[src/rtl/mult_div_pkg.sv]
// Shared types and constants for the MULT/DIV sequencer.
// Optional feature macro: MULTDIV_UNSIGNED_EN (adds MULTU/DIVU support).
package mult_div_pkg;

  localparam int unsigned DATA_W     = 32;
  localparam int unsigned ITER_COUNT = 32;

  // Booth recoding of {Q[0], Q[-1]}
  localparam logic [1:0] BOOTH_NOP0 = 2'b00;
  localparam logic [1:0] BOOTH_ADD  = 2'b01;
  localparam logic [1:0] BOOTH_SUB  = 2'b10;
  localparam logic [1:0] BOOTH_NOP1 = 2'b11;

  typedef enum logic [2:0] {
    IDLE,
    MULT_RUN,
    DIV_RUN,
    DIV_FIX,
    WRITE,
    DZ
  } md_state_e;

endpackage

[src/rtl/md_step_core.sv]
// Combinational single-iteration datapath: one radix-2 Booth step or one
// restoring-divide step, chosen by div_mode_i. Holds no state.
module md_step_core #(
  parameter int unsigned DATA_W = 32
) (
  input  logic              div_mode_i,
  input  logic [DATA_W+1:0] acc_i,
  input  logic [DATA_W-1:0] q_i,
  input  logic              qm1_i,
  input  logic [DATA_W+1:0] m_i,
  output logic [DATA_W+1:0] acc_o,
  output logic [DATA_W-1:0] q_o,
  output logic              qm1_o
);
  import mult_div_pkg::*;

  logic [1:0]        sel;
  logic [DATA_W+1:0] sum;
  logic [DATA_W:0]   rs;
  logic [DATA_W+1:0] trial;

  // Booth add/sub, or shift-and-trial-subtract, then pick per mode
  always_comb begin
    sel = {q_i[0], qm1_i};
    case (sel)
      BOOTH_ADD:              sum = acc_i + m_i;
      BOOTH_SUB:              sum = acc_i - m_i;
      BOOTH_NOP0, BOOTH_NOP1: sum = acc_i;
      default:                sum = acc_i;
    endcase

    // Remainder after shifting {R,Q} left by one; R always stays below the divisor
    rs    = {acc_i[DATA_W-1:0], q_i[DATA_W-1]};
    trial = {1'b0, rs} - {1'b0, m_i[DATA_W:0]};

    if (div_mode_i) begin
      acc_o = trial[DATA_W+1] ? {1'b0, rs} : trial;
      q_o   = {q_i[DATA_W-2:0], ~trial[DATA_W+1]};
      qm1_o = qm1_i;
    end else begin
      acc_o = {sum[DATA_W+1], sum[DATA_W+1:1]};
      q_o   = {sum[0], q_i[DATA_W-1:1]};
      qm1_o = q_i[0];
    end
  end

endmodule

[src/rtl/mult_div_sequencer.sv]
// Multicycle MULT/DIV sequencer with Hi/Lo result registers.
// Optional feature macro: MULTDIV_UNSIGNED_EN (adds is_unsigned for MULTU/DIVU).
module mult_div_sequencer #(
  parameter int unsigned DATA_W = mult_div_pkg::DATA_W,
  parameter int unsigned CNT_W  = 6
) (
  input  logic              clk,
  input  logic              reset,
  input  logic              mult_start,
  input  logic              div_start,
  input  logic [DATA_W-1:0] op_a,
  input  logic [DATA_W-1:0] op_b,
`ifdef MULTDIV_UNSIGNED_EN
  input  logic              is_unsigned,
`endif
  output logic              busy,
  output logic              done,
  output logic              div_by_zero,
  output logic [DATA_W-1:0] hi,
  output logic [DATA_W-1:0] lo
);
  import mult_div_pkg::*;

  localparam logic [CNT_W-1:0] LAST_ITER = CNT_W'(ITER_COUNT - 1);

  md_state_e         state_q, state_d;
  logic [CNT_W-1:0]  cnt_q, cnt_d;
  logic [DATA_W+1:0] acc_q, acc_d;
  logic [DATA_W-1:0] q_q, q_d;
  logic              qm1_q, qm1_d;
  logic [DATA_W+1:0] m_q, m_d;
  logic              sa_q, sa_d;
  logic              sb_q, sb_d;
  logic              div_q, div_d;
  logic              uns_q, uns_d;
  logic [DATA_W-1:0] hi_q, hi_d;
  logic [DATA_W-1:0] lo_q, lo_d;
  logic              done_q, done_d;
  logic              dz_q, dz_d;

  logic              uns_in;
  logic              a_neg, b_neg;
  logic [DATA_W-1:0] a_mag, b_mag;
  logic [DATA_W+1:0] step_acc;
  logic [DATA_W-1:0] step_q;
  logic              step_qm1;

`ifdef MULTDIV_UNSIGNED_EN
  assign uns_in = is_unsigned;
`else
  assign uns_in = 1'b0;
`endif

  // Sign handling at start: unsigned ops see every operand as non-negative
  assign a_neg = op_a[DATA_W-1] & ~uns_in;
  assign b_neg = op_b[DATA_W-1] & ~uns_in;
  assign a_mag = a_neg ? (-op_a) : op_a;
  assign b_mag = b_neg ? (-op_b) : op_b;

  md_step_core #(
    .DATA_W(DATA_W)
  ) u_step (
    .div_mode_i(state_q == DIV_RUN),
    .acc_i     (acc_q),
    .q_i       (q_q),
    .qm1_i     (qm1_q),
    .m_i       (m_q),
    .acc_o     (step_acc),
    .q_o       (step_q),
    .qm1_o     (step_qm1)
  );

  // State, working and result registers
  always_ff @(posedge clk or negedge reset) begin
    if (!reset) begin
      state_q <= IDLE;
      cnt_q   <= '0;
      acc_q   <= '0;
      q_q     <= '0;
      qm1_q   <= 1'b0;
      m_q     <= '0;
      sa_q    <= 1'b0;
      sb_q    <= 1'b0;
      div_q   <= 1'b0;
      uns_q   <= 1'b0;
      hi_q    <= '0;
      lo_q    <= '0;
      done_q  <= 1'b0;
      dz_q    <= 1'b0;
    end else begin
      state_q <= state_d;
      cnt_q   <= cnt_d;
      acc_q   <= acc_d;
      q_q     <= q_d;
      qm1_q   <= qm1_d;
      m_q     <= m_d;
      sa_q    <= sa_d;
      sb_q    <= sb_d;
      div_q   <= div_d;
      uns_q   <= uns_d;
      hi_q    <= hi_d;
      lo_q    <= lo_d;
      done_q  <= done_d;
      dz_q    <= dz_d;
    end
  end

  // Next-state and datapath sequencing
  always_comb begin
    state_d = state_q;
    cnt_d   = cnt_q;
    acc_d   = acc_q;
    q_d     = q_q;
    qm1_d   = qm1_q;
    m_d     = m_q;
    sa_d    = sa_q;
    sb_d    = sb_q;
    div_d   = div_q;
    uns_d   = uns_q;
    hi_d    = hi_q;
    lo_d    = lo_q;
    done_d  = 1'b0;
    dz_d    = 1'b0;

    case (state_q)
      IDLE: begin
        if (mult_start) begin
          state_d = MULT_RUN;
          cnt_d   = '0;
          acc_d   = '0;
          q_d     = op_b;
          qm1_d   = 1'b0;
          m_d     = {{2{a_neg}}, op_a};
          div_d   = 1'b0;
          uns_d   = uns_in;
        end else if (div_start) begin
          if (op_b != '0) begin
            state_d = DIV_RUN;
            cnt_d   = '0;
            acc_d   = '0;
            q_d     = a_mag;
            qm1_d   = 1'b0;
            m_d     = {2'b00, b_mag};
            sa_d    = a_neg;
            sb_d    = b_neg;
            div_d   = 1'b1;
            uns_d   = uns_in;
          end else begin
            state_d = DZ;
          end
        end
      end
      MULT_RUN, DIV_RUN: begin
        acc_d = step_acc;
        q_d   = step_q;
        qm1_d = step_qm1;
        cnt_d = cnt_q + CNT_W'(1);
        if (cnt_q == LAST_ITER) begin
          state_d = (state_q == DIV_RUN) ? DIV_FIX : WRITE;
        end
      end
      DIV_FIX: begin
        if (!uns_q && (sa_q ^ sb_q)) q_d = -q_q;
        if (!uns_q && sa_q) acc_d = {2'b00, -acc_q[DATA_W-1:0]};
        state_d = WRITE;
      end
      WRITE: begin
        // Unsigned MULT: Q[-1] now holds the multiplier MSB; adding the multiplicand
        // to Hi stands in for the 33rd Booth step of the zero-extended multiplier.
        hi_d    = acc_q[DATA_W-1:0] +
                  ((!div_q && uns_q && qm1_q) ? m_q[DATA_W-1:0] : '0);
        lo_d    = q_q;
        done_d  = 1'b1;
        state_d = IDLE;
      end
      DZ: begin
        dz_d    = 1'b1;
        state_d = IDLE;
      end
      default: state_d = IDLE;
    endcase
  end

  assign busy        = (state_q == MULT_RUN) || (state_q == DIV_RUN) || (state_q == DIV_FIX);
  assign done        = done_q;
  assign div_by_zero = dz_q;
  assign hi          = hi_q;
  assign lo          = lo_q;

endmodule

[config.mk]
export PLATFORM = sky130hd
export DESIGN_NAME = mult_div_sequencer
export DESIGN_NICKNAME = d
export VERILOG_FILES = /design/src/rtl/mult_div_pkg.sv /design/src/rtl/md_step_core.sv /design/src/rtl/mult_div_sequencer.sv
export SDC_FILE = /design/constraint.sdc
export NUM_CORES = 1
export LEC_CHECK = 0
export BUFFER_PORTS_ARGS = -buffer_cell sky130_fd_sc_hd__buf_2
export CORE_MARGIN = 1
export CORE_UTILIZATION = 62
export DETAILED_ROUTE_END_ITERATION = 16
export PLACE_DENSITY = 0.8
export REMOVE_ABC_BUFFERS = 1
export SETUP_SLACK_MARGIN = 0.5
export SLEW_MARGIN = 5
export SYNTH_ARGS = -nofsm -noshare
export SYNTH_HDL_FRONTEND = slang
export SYNTH_SLANG_ARGS = --single-unit
[constraint.sdc]
create_clock -name clk -period 5.58 [get_ports clk]
set_input_delay 1.116 -clock clk [delete_from_list [all_inputs] [get_ports clk]]
set_output_delay 1.116 -clock clk [all_outputs]
set_load 0.01 [all_outputs]
# After elaboration in Yosys (flattened, before gate mapping)
# Index checks and enable logic that the tools add are counted.
[totals]
register_bits = 180
latch_bits = 0
mem_bits_rw = 0
rom_bits = 0
input_bits = 68
out_inout_bits = 67
memories = 0
[classes]
n_addsub = 9
mul = 0
div = 0
magnitude_cmp = 0
n_eq_ne = 15
shift = 0
n_mux = 40
bitwise = 3
reduce_logical = 24
[ops]
columns = ["cell", "n"]
rows = [
  ["two-way mux 34 bit", 8],
  ["two-way mux 32 bit", 8],
  ["case mux 34 bit (3 select lines)", 2],
  ["negation 32 bit", 4],
  ["case mux 32 bit (3 select lines)", 1],
  ["adder 34 bit", 1],
  ["subtractor 33 x 33 -> 34 bit", 1],
  ["subtractor 34 bit", 1],
  ["two-way mux 33 bit", 1],
  ["adder 32 bit", 1],
  ["nonzero test 32 bit", 1],
  ["two-way mux 6 bit", 3],
  ["AND reduction 4 bit", 4],
  ["two-way mux 3 bit", 5],
  ["case mux 6 bit (2 select lines)", 1],
  ["two-way mux 1 bit", 9],
  ["case mux 3 bit (3 select lines)", 1],
  ["inequality test 2 bit, second input constant", 4],
  ["adder 6 x 1 -> 6 bit, second input constant", 1],
  ["== test 3 x 2 -> 1 bit, second input constant", 2],
  ["== test 3 bit, second input constant", 2],
  ["== test 6 x 5 -> 1 bit, second input constant", 1],
  ["inequality test 3 bit, second input constant", 2],
  ["AND reduction 3 bit", 2],
  ["other kinds (15)", 25],
]

# Depth between registers and ports, before layout
# Gate-level depths: netlist of the first run.
[logic_depth]
depth_word = 6
mapped_depth = 19

# Modules after synthesis
# A second synthesis of the first run with hierarchy kept.
[unflattened]
hier_cells = 2052
hier_area_um2 = 16587.2
[modules_own_cells]
columns = ["mod", "n_inst", "cells_per_inst", "area_per_inst_um2"]
rows = [
  ["mult_div_sequencer", 1, 1176, 10784.1],
  ["md_step_core", 1, 876, 5803.1],
]

# Worst setup path before layout of the first run
# No wires, ideal clock.
[synth_timing]
path_type = "register -> register"
from = "register m_q[3]"
to = "register acc_q[31]"
setup_time_ns = 0.104
t_arrival_ns = 4.070
t_required_ns = 5.476
path_slack_ns = 1.406
stages_incl_launch_ff = 20
n_path_buf = 1
path_cell_list = "dfrtp_1 -> nor2_1 -> nand3_1 -> nor4_1 -> nand3_1 -> nor4_1 -> nor2_1 -> xnor2_1 -> ha_1 -> clkbuf_1 -> a21o_1 -> a21o_1 -> a21oi_1 -> o21ai_0 -> or3b_2 -> o221ai_1 -> o21ai_0 -> xnor2_1 -> a211o_1 -> o311ai_1"
[synth_via]
elab_chain_cells = 4
elab_cells_between_ends = 7
classes_between = "add/sub (3); mux (4)"
[synth_rtl]
columns = ["item", "line_no", "text"]
rows = [
  ["start, declared", "mult_div_sequencer.sv:31", "logic [DATA_W+1:0] m_q, m_d;"],
  ["start signal, assigned", "mult_div_sequencer.sv:96", "m_q <= m_d;"],
  ["subtractor 34 bit, or another cell as far along", "md_step_core.sv:27", "BOOTH_SUB: sum = acc_i - m_i;"],
  ["case mux 34 bit (3 select lines) or two-way mux 33 bit (tied branches)", "md_step_core.sv:25, md_step_core.sv:37", ""],
  ["two-way mux 34 bit *", "md_step_core.sv:36", "if (div_mode_i) begin"],
  ["case mux 34 bit (3 select lines) *", "mult_div_sequencer.sv:125", "case (state_q)"],
  ["end signal, assigned", "mult_div_sequencer.sv:78", "acc_q <= '0;"],
  ["end signal, assigned", "mult_div_sequencer.sv:93", "acc_q <= acc_d;"],
  ["end, declared", "mult_div_sequencer.sv:28", "logic [DATA_W+1:0] acc_q, acc_d;"],
]
# Every way passes the cells marked *; elsewhere a longest branch is shown, timed or not.
# A chain may end at the register's enable or synchronous reset.

# Final worst setup path of the first run
[layout_timing]
from = "register m_q[1]"
to = "register acc_q[32]"
# Same word-level chain as after synthesis.

==> impl_metrics.yaml, run 1 <==
logic_synthesis:
  ys_ff_latch: 177
  synth_cell_types: 77
  synth_top_area_cell: "dfrtp_1"
  synth.most_common_cell: "o21ai_0"
  synthFlopType: "dfrtp_1"
  synth_common_cells: "o21ai_0 (260), nand2_1 (252), dfrtp_1 (177)"
  yosysSeqAreaShare: 0.2831
  yosysWarnings: 0
  synth_enable_flop_cells: 0
  synthTopCellsByArea: "dfrtp_1 (28%), o21ai_0 (8.3%), nand2_1 (6.0%)"
  yosysTopAreaCellShare: 0.2831
  avgSynthCellArea_sq_um: 7.811
  synthCells: 2003
  synthesis.area_sq_um: 15650
  synthArstFlopShare: 1.000
run_status:
  status: "completed"
detailed_routing:
  drt-pass1-iter-count: 8
  wire_per_inst_um: 20.58
  vias_per_cell: 6.626
  drtIter0Drc: 1983
  drt-total-wl_um: 49460
  drc: 0
  antenna_left: 0
  vias: 15923
cts:
  clock_latency_ns: 0.45
  hold_buffers: 0
  path_clk_slew_ns: 0.07
  cts_buffers: 17
  cts-root-buf: "clkbuf_16"
  cts_num_sinks: 177
  cts_htree_levels: 4
  cts_buffer_depth: 2
  tritoncts: "done"
power_and_ir_drop:
  power_uw: 11910
  ir_drop_mv: 0.3003
  cellPowerDensity_nw_per_um2: 696.0
  power_leakage_uw: 0.007471
placement:
  routabilityCongestion: 1.007
  place_hpwl_um: 35740
  io_buffers: 134
  placedInstanceArea_sq_um: 16520
  pre_cts_ws_ns: 0.7194
setup_path:
  r2r_slack_ns: 0.92
  r2r-start: "m_q[1]$_DFFE_PN0P_"
  cp-end-kind: "flip-flop"
  rr_worst_depth: 18
  cp.arrival_ns: 4.99
  cp.required_ns: 5.91
  r2r-end: "acc_q[32]$_DFFE_PN0P_"
  cp_max_fo: 6
  start_kind: "flip-flop"
  worstSetupPathType: "flip-flop to flip-flop"
timing:
  finalWorstSetupSlack_ns: 0.9228
  grt_setup_unrepaired: "false"
  period_share: 0.8346
  relSlewSlack: 0.3213
  hold_viol_final: 0
  setup_viol: 0
  worst_slew_pin_slew_ns: 1.018
  slew_violations: 0
  post-route-min-period_ns: 4.657
  skew_ns: 0.01554
  clock.fmax_mhz: 214.7
global_routing:
  grt_pass1_wl_um: 79100
  grt_antenna_before_repair: 0
  grtUsageMet1: 0.5102
  grt_pass1_vias: 15075
  met2_usage: 0.6293
  gr-total-overflow: 0
  grtUsageMet3: 0.05656
  track_usage: 0.3830
  top_usage_layer: "met2"
  grt_max_degree: 97
final_layout:
  stdcell_area_sq_um: 17110
  fill_cells: 2042
  nets: 2208
  ff_latch_area_sq_um: 4429
  multiInputGateArea_sq_um: 10560
  syn_to_final_growth_pct: 9.372
  drive_above_1_share: 0.1492
die:
  initial_core_util: 0.6377
  ios: 135
  core_area_sq_um: 24530
  die_y_um: 160.9
  std_cell_rows: 57
  die_w_um: 160.9
  die_area_sq_um: 25880
hold_path:
  min_from: "hi[13]$_DFFE_PN0P_"
  min_delay_worst_endpoint: "hi[13]$_DFFE_PN0P_"
  hold_depth: 1
  hp-class: "flip-flop to flip-flop"
flow_run:
  cap_violations: 0
where the power goes:
part           switching [uW]  leakage (uW)  total [uW]  internal [uW]
clock network             615      0.000282        1220            607
logic                    4880       0.00493        8110           3240
registers                 747       0.00226        2570           1830
total                    6240       0.00747       11900           5670
kinds of logic (layout without fill, tap and decap cells):
| family | Yosys count | in the layout | share of synthesized area |
|---|---|---|---|
| compound gates | 671 | 671 | 0.2635 |
| xor+xnor | 150 | 150 | 0.08397 |
| fa+ha+maj | 75 | 75 | 0.06094 |
| buf+inv | 182 | 257 | 0.04430 |
| flops | 177 | 177 | 0.2831 |
| mux | 97 | 97 | 0.06797 |
| other cells | 0 | 1 | 0 |
| simple gates | 651 | 651 | 0.1962 |
sequential cells by signal, summed over array words and instances, names as in the netlist, 3 cells and up:
signal,cells
q_q,32
m_q,33
lo,32
state_q,3
hi,32
acc_q,34
cnt_q,6
stage by stage:
| stage | cells | setup TNS, ns | utilization | hold WS (ns) |
|---|---|---|---|---|
| floorplan | 1882 | -18.80 | - | 0.4688 |
| global placement | 2370 | 0 | 0.6732 | 0.4828 |
| detailed placement | 2370 | 0 | 0.6732 | 0.4899 |
| CTS | 2402 | 0 | 0.6968 | 0.5056 |
| global route | 2402 | 0 | 0.6974 | 0.5195 |
| finish | 2403 | 0 | 0.6975 | 0.5047 |
per-layer routing:
metal | vias up | share of wire | wire length, um
met5 | - | 0 | 0
met4 | 0 | 0.031 | 1515
met3 | 132 | 0.090 | 4474
met2 | 929 | 0.47 | 23000
met1 | 7439 | 0.41 | 20460
li1 | 7423 | - | -
repair_timing:
item / CTS / global route
endpoints found under the setup margin: 0 / 4
setup buffers: 0 / 0
hold endpoints to repair: 0 / 0
resized for setup: 0 / 4
worst max-delay path by stage:
stage,end,startpoint,depth (start not counted)
final,acc_q[32]$_DFFE_PN0P_,m_q[1]$_DFFE_PN0P_,18
after global placement,acc_q[32]$_DFFE_PN0P_,m_q[10]$_DFFE_PN0P_,17
after global routing,acc_q[31]$_DFFE_PN0P_,m_q[10]$_DFFE_PN0P_,18
after floorplan,hi[0]$_DFFE_PN0P_,state_q[2]$_DFFE_PN0P_,3
after CTS,acc_q[31]$_DFFE_PN0P_,m_q[10]$_DFFE_PN0P_,18
after detailed placement,acc_q[31]$_DFFE_PN0P_,m_q[10]$_DFFE_PN0P_,18
layout make-up:
type                    count  share of cell area
multi-input cells        1644              0.6172
clock buffers              18             0.02566
repair buffers            164             0.05301
clock inverters            14            0.008116
diodes                      1           0.0001462
well taps                 324             0.02369
inverters                  61             0.01338
flip-flops and latches    177              0.2588
placed cells by master (no fill, tap or decap), types with 11 or more instances in the layout:
| cell type | Yosys | layout |
|---|---|---|
| xor2_1 | 83 | 83 |
| nand3_1 | 31 | 31 |
| a211oi_1 | 29 | 29 |
| buf_4 | 0 | 31 |
| buf_2 | 8 | 132 |
| dfrtp_1 | 177 | 177 |
| mux2_2 | 74 | 74 |
| and3_1 | 13 | 13 |
| clkbuf_16 | 0 | 17 |
| o32ai_1 | 11 | 11 |
| nand2b_1 | 19 | 19 |
| o31ai_1 | 27 | 27 |
| nor4_1 | 30 | 29 |
| a21o_1 | 38 | 38 |
| a221o_1 | 11 | 11 |
| inv_1 | 61 | 61 |
| nor3_1 | 49 | 47 |
| a31oi_1 | 15 | 15 |
| a221oi_1 | 14 | 14 |
| mux2i_1 | 23 | 23 |
| or3_1 | 30 | 30 |
| o21ai_0 | 260 | 258 |
| nand2_1 | 252 | 251 |
| a21oi_1 | 151 | 151 |
| o211ai_1 | 20 | 20 |
| xnor2_1 | 67 | 67 |
| or4_1 | 13 | 13 |
| ha_1 | 73 | 72 |
| nor2_1 | 151 | 149 |
| o21a_1 | 15 | 15 |
critical path, stage by stage, from the launching register on:
cell,delay (ns)
dfrtp_1,0.42
inv_1,0.18
ha_1,0.22
nand2_1,0.08
nor4_1,0.23
buf_4,0.22
a41oi_1,0.15
xnor2_1,0.18
ha_1,0.40
o21ai_0,0.12
o21ai_0,0.37
a211oi_1,0.16
a21o_1,0.26
o21ai_1,0.35
a21oi_1,0.24
nor4b_1,0.20
nor4_1,0.49
and3_1,0.24
nor3_1,0.05
No activity file was read; power rests on OpenSTA's default activity.
==> inputs of run 2 (changes only) <==
--- a/config.mk
+++ b/config.mk
@@ -7,9 +7,9 @@
 export LEC_CHECK = 0
 export BUFFER_PORTS_ARGS = -buffer_cell sky130_fd_sc_hd__buf_2
 export CORE_MARGIN = 1
-export CORE_UTILIZATION = 62
+export CORE_UTILIZATION = 56
 export DETAILED_ROUTE_END_ITERATION = 16
-export PLACE_DENSITY = 0.8
+export PLACE_DENSITY = 0.77
 export REMOVE_ABC_BUFFERS = 1
 export SETUP_SLACK_MARGIN = 0.5
 export SLEW_MARGIN = 5
==> constraint.sdc (replaced) <==
create_clock -name clk -period 3.79 [get_ports clk]
set_input_delay 0.758 -clock clk [delete_from_list [all_inputs] [get_ports clk]]
set_output_delay 0.758 -clock clk [all_outputs]
set_load 0.01 [all_outputs]
==> run 2 against run 1 <==
  * The flow now finishes with violations (negative setup slack)
  * Via count increased by 12%
  * Count of clock-buffer cells in the layout unchanged
  * Die area increased by 11%
  * Wire length increased by 18%
  * Setup slack got worse by 1.2 ns
  * Critical path depth increased by 3
  * Final cell count increased by 13%
  * Highest routed layer unchanged
==> impl_metrics.yaml, run 2 (synthesis gave the netlist of run 1 again) <==
setup_path:
  rr_worst_depth: 21
  worstSetupPathDepth: 21
  cp_max_fo: 6
  cp_cell_sequence: "nor2_2, buf_4, nand3_2, nor4_4, buf_6, a21oi_1, xnor2_1, ha_1, and3_4, and3_4, o211ai_1, buf_4, a21o_1, o21ai_1, buf_4, a31oi_4, o21a_1, buf_6, xnor2_2, mux2i_2, o21ai_1"
  slowest_stage: "dfrtp_1"
  slowest_delay_ns: 0.40
  cp-end-kind: "flip-flop"
  worstSetupPathType: "flip-flop to flip-flop"
  cp.required_ns: 4.11
  cp_num_buf_inv: 5
  cp.arrival_ns: 4.38
  start_kind: "flip-flop"
  cp_top_family: "compound AO/OA/AOI/OAI gates"
  worst_path_most_repeated_cell: "buf_4"
timing:
  finalWorstSetupSlack_ns: -0.2689
  period_share: 1.071
  slew_violations: 0
  worst_slew_pin_slew_ns: 0.7731
  setup_viol: 15
  skew_ns: 0.02755
  post-route-min-period_ns: 4.059
  hold_viol_final: 0
  grt_setup_unrepaired: "true"
  relSlewSlack: 0.4846
  clock.fmax_mhz: 246.4
flow_run:
  cap_violations: 0
final_layout:
  drive_above_1_share: 0.3130
  multiInputGateArea_sq_um: 11630
  ff_latch_area_sq_um: 4431
  stdcell_area_sq_um: 20670
  layout_commonest_cell: "buf_4"
  final_cell_mix: "buf_4 (266), nand2_1 (247), o21ai_0 (212)"
  nets: 2485
  largest-register: "acc_q"
  fill_cells: 2023
  syn_to_final_growth_pct: 32.12
  instances_no_fill: 2727
  largest_reg_flops: 34
  diodes: 0
  reg.largest.list: "acc_q x34, m_q x33"
placement:
  routabilityCongestion: 1.004
  io_buffers: 134
  place_hpwl_um: 40040
  place_inst: 2630
  placedInstanceArea_sq_um: 18270
global_routing:
  track_usage: 0.3978
  grt_pass1_vias: 16714
  gr-total-overflow: 0
  grt_max_degree: 91
  grt_pass1_wl_um: 88970
  grt_antenna_before_repair: 0
die:
  initial_core_util: 0.5757
  core_area_sq_um: 27180
  die_w_um: 169.2
  std_cell_rows: 60
  die_area_sq_um: 28610
  die_y_um: 169.2
  ios: 135
power_and_ir_drop:
  power_leakage_uw: 0.009197
  cellPowerDensity_nw_per_um2: 1107
  ir_drop_mv: 0.4757
  power_uw: 22890
cts:
  tritoncts: "done"
  cts_htree_levels: 4
  cts_buffers: 17
  cts_num_sinks: 177
  cts-root-buf: "clkbuf_16"
  cts_buffer_depth: 2
  clock_latency_ns: 0.46
  path_clk_slew_ns: 0.08
detailed_routing:
  drtIter0Drc: 2399
  drt-total-wl_um: 58560
  drc: 0
  wire_per_inst_um: 21.47
  drt-pass1-iter-count: 6
  vias: 17758
  vias_per_cell: 6.512
  antenna_left: 0
hold_path:
  hp-class: "input port to asynchronous set/reset pin"
run_status:
  status: "finished with violations"
  violations: "negative setup slack"
## run 2: layout make-up
| class | instances | share of cell area |
|---|---|---|
| well taps | 372 | 0.02252 |
| clock inverters | 14 | 0.007929 |
| multi-input cells | 1644 | 0.5626 |
| clock buffers | 18 | 0.02076 |
| flip-flops and latches | 177 | 0.2143 |
| repair buffers | 441 | 0.1606 |
| inverters | 61 | 0.01126 |
## run 2: timing repair
action	CTS	global route
resized for setup	210	86
endpoints found under the setup margin	50	88
buffers inserted	34	27
cloned	4	0
pin swaps	93	75
hold buffers	0	0
## run 2: final timing paths
| check | end | slack [ns] | start |
|---|---|---|---|
| setup / recovery | acc_q[26]$_DFFE_PN0P_ | -0.27 | m_q[3]$_DFFE_PN0P_ |
| hold / removal | hi[10]$_DFFE_PN0P_ | 0.39 | reset |
| setup reg to reg | acc_q[26]$_DFFE_PN0P_ | -0.27 | m_q[3]$_DFFE_PN0P_ |
| hold reg to reg | hi[17]$_DFFE_PN0P_ | 0.50 | hi[17]$_DFFE_PN0P_ |
| max in group asynchronous | lo[1]$_DFFE_PN0P_ | 2.54 | reset |
| min in group clk | hi[17]$_DFFE_PN0P_ | 0.50 | hi[17]$_DFFE_PN0P_ |
## run 2: power breakdown
group | leakage, uW | total, uW | switching, uW | internal, uW
registers | 0.00226 | 3580 | 890 | 2690
logic | 0.00665 | 17500 | 9600 | 7850
clock network | 0.000283 | 1850 | 961 | 891
total | 0.00920 | 22900 | 11500 | 11400
## run 2: per-stage QoR
step                      hold WS, ns  setup TNS, ns  setup slack (ns)    util
after global routing           0.4363         -4.762           -0.4563  0.7607
after global placement         0.4839         -2.585           -0.3355  0.6722
after CTS                      0.4180        -0.2422          -0.07032  0.7395
final                          0.3878         -2.455           -0.2689  0.7607
after floorplan                0.4624        -182.14            -2.083       -
after detailed placement       0.4901         -3.591           -0.4096  0.6722
## run 2: metal layers
layer,up-vias,part of all wire,track usage
met4,0,0.062,0.2229
met5,-,0,0
li1,7981,-,-
met1,8403,0.39,0.5022
met3,282,0.092,0.06460
met2,1092,0.46,0.6486
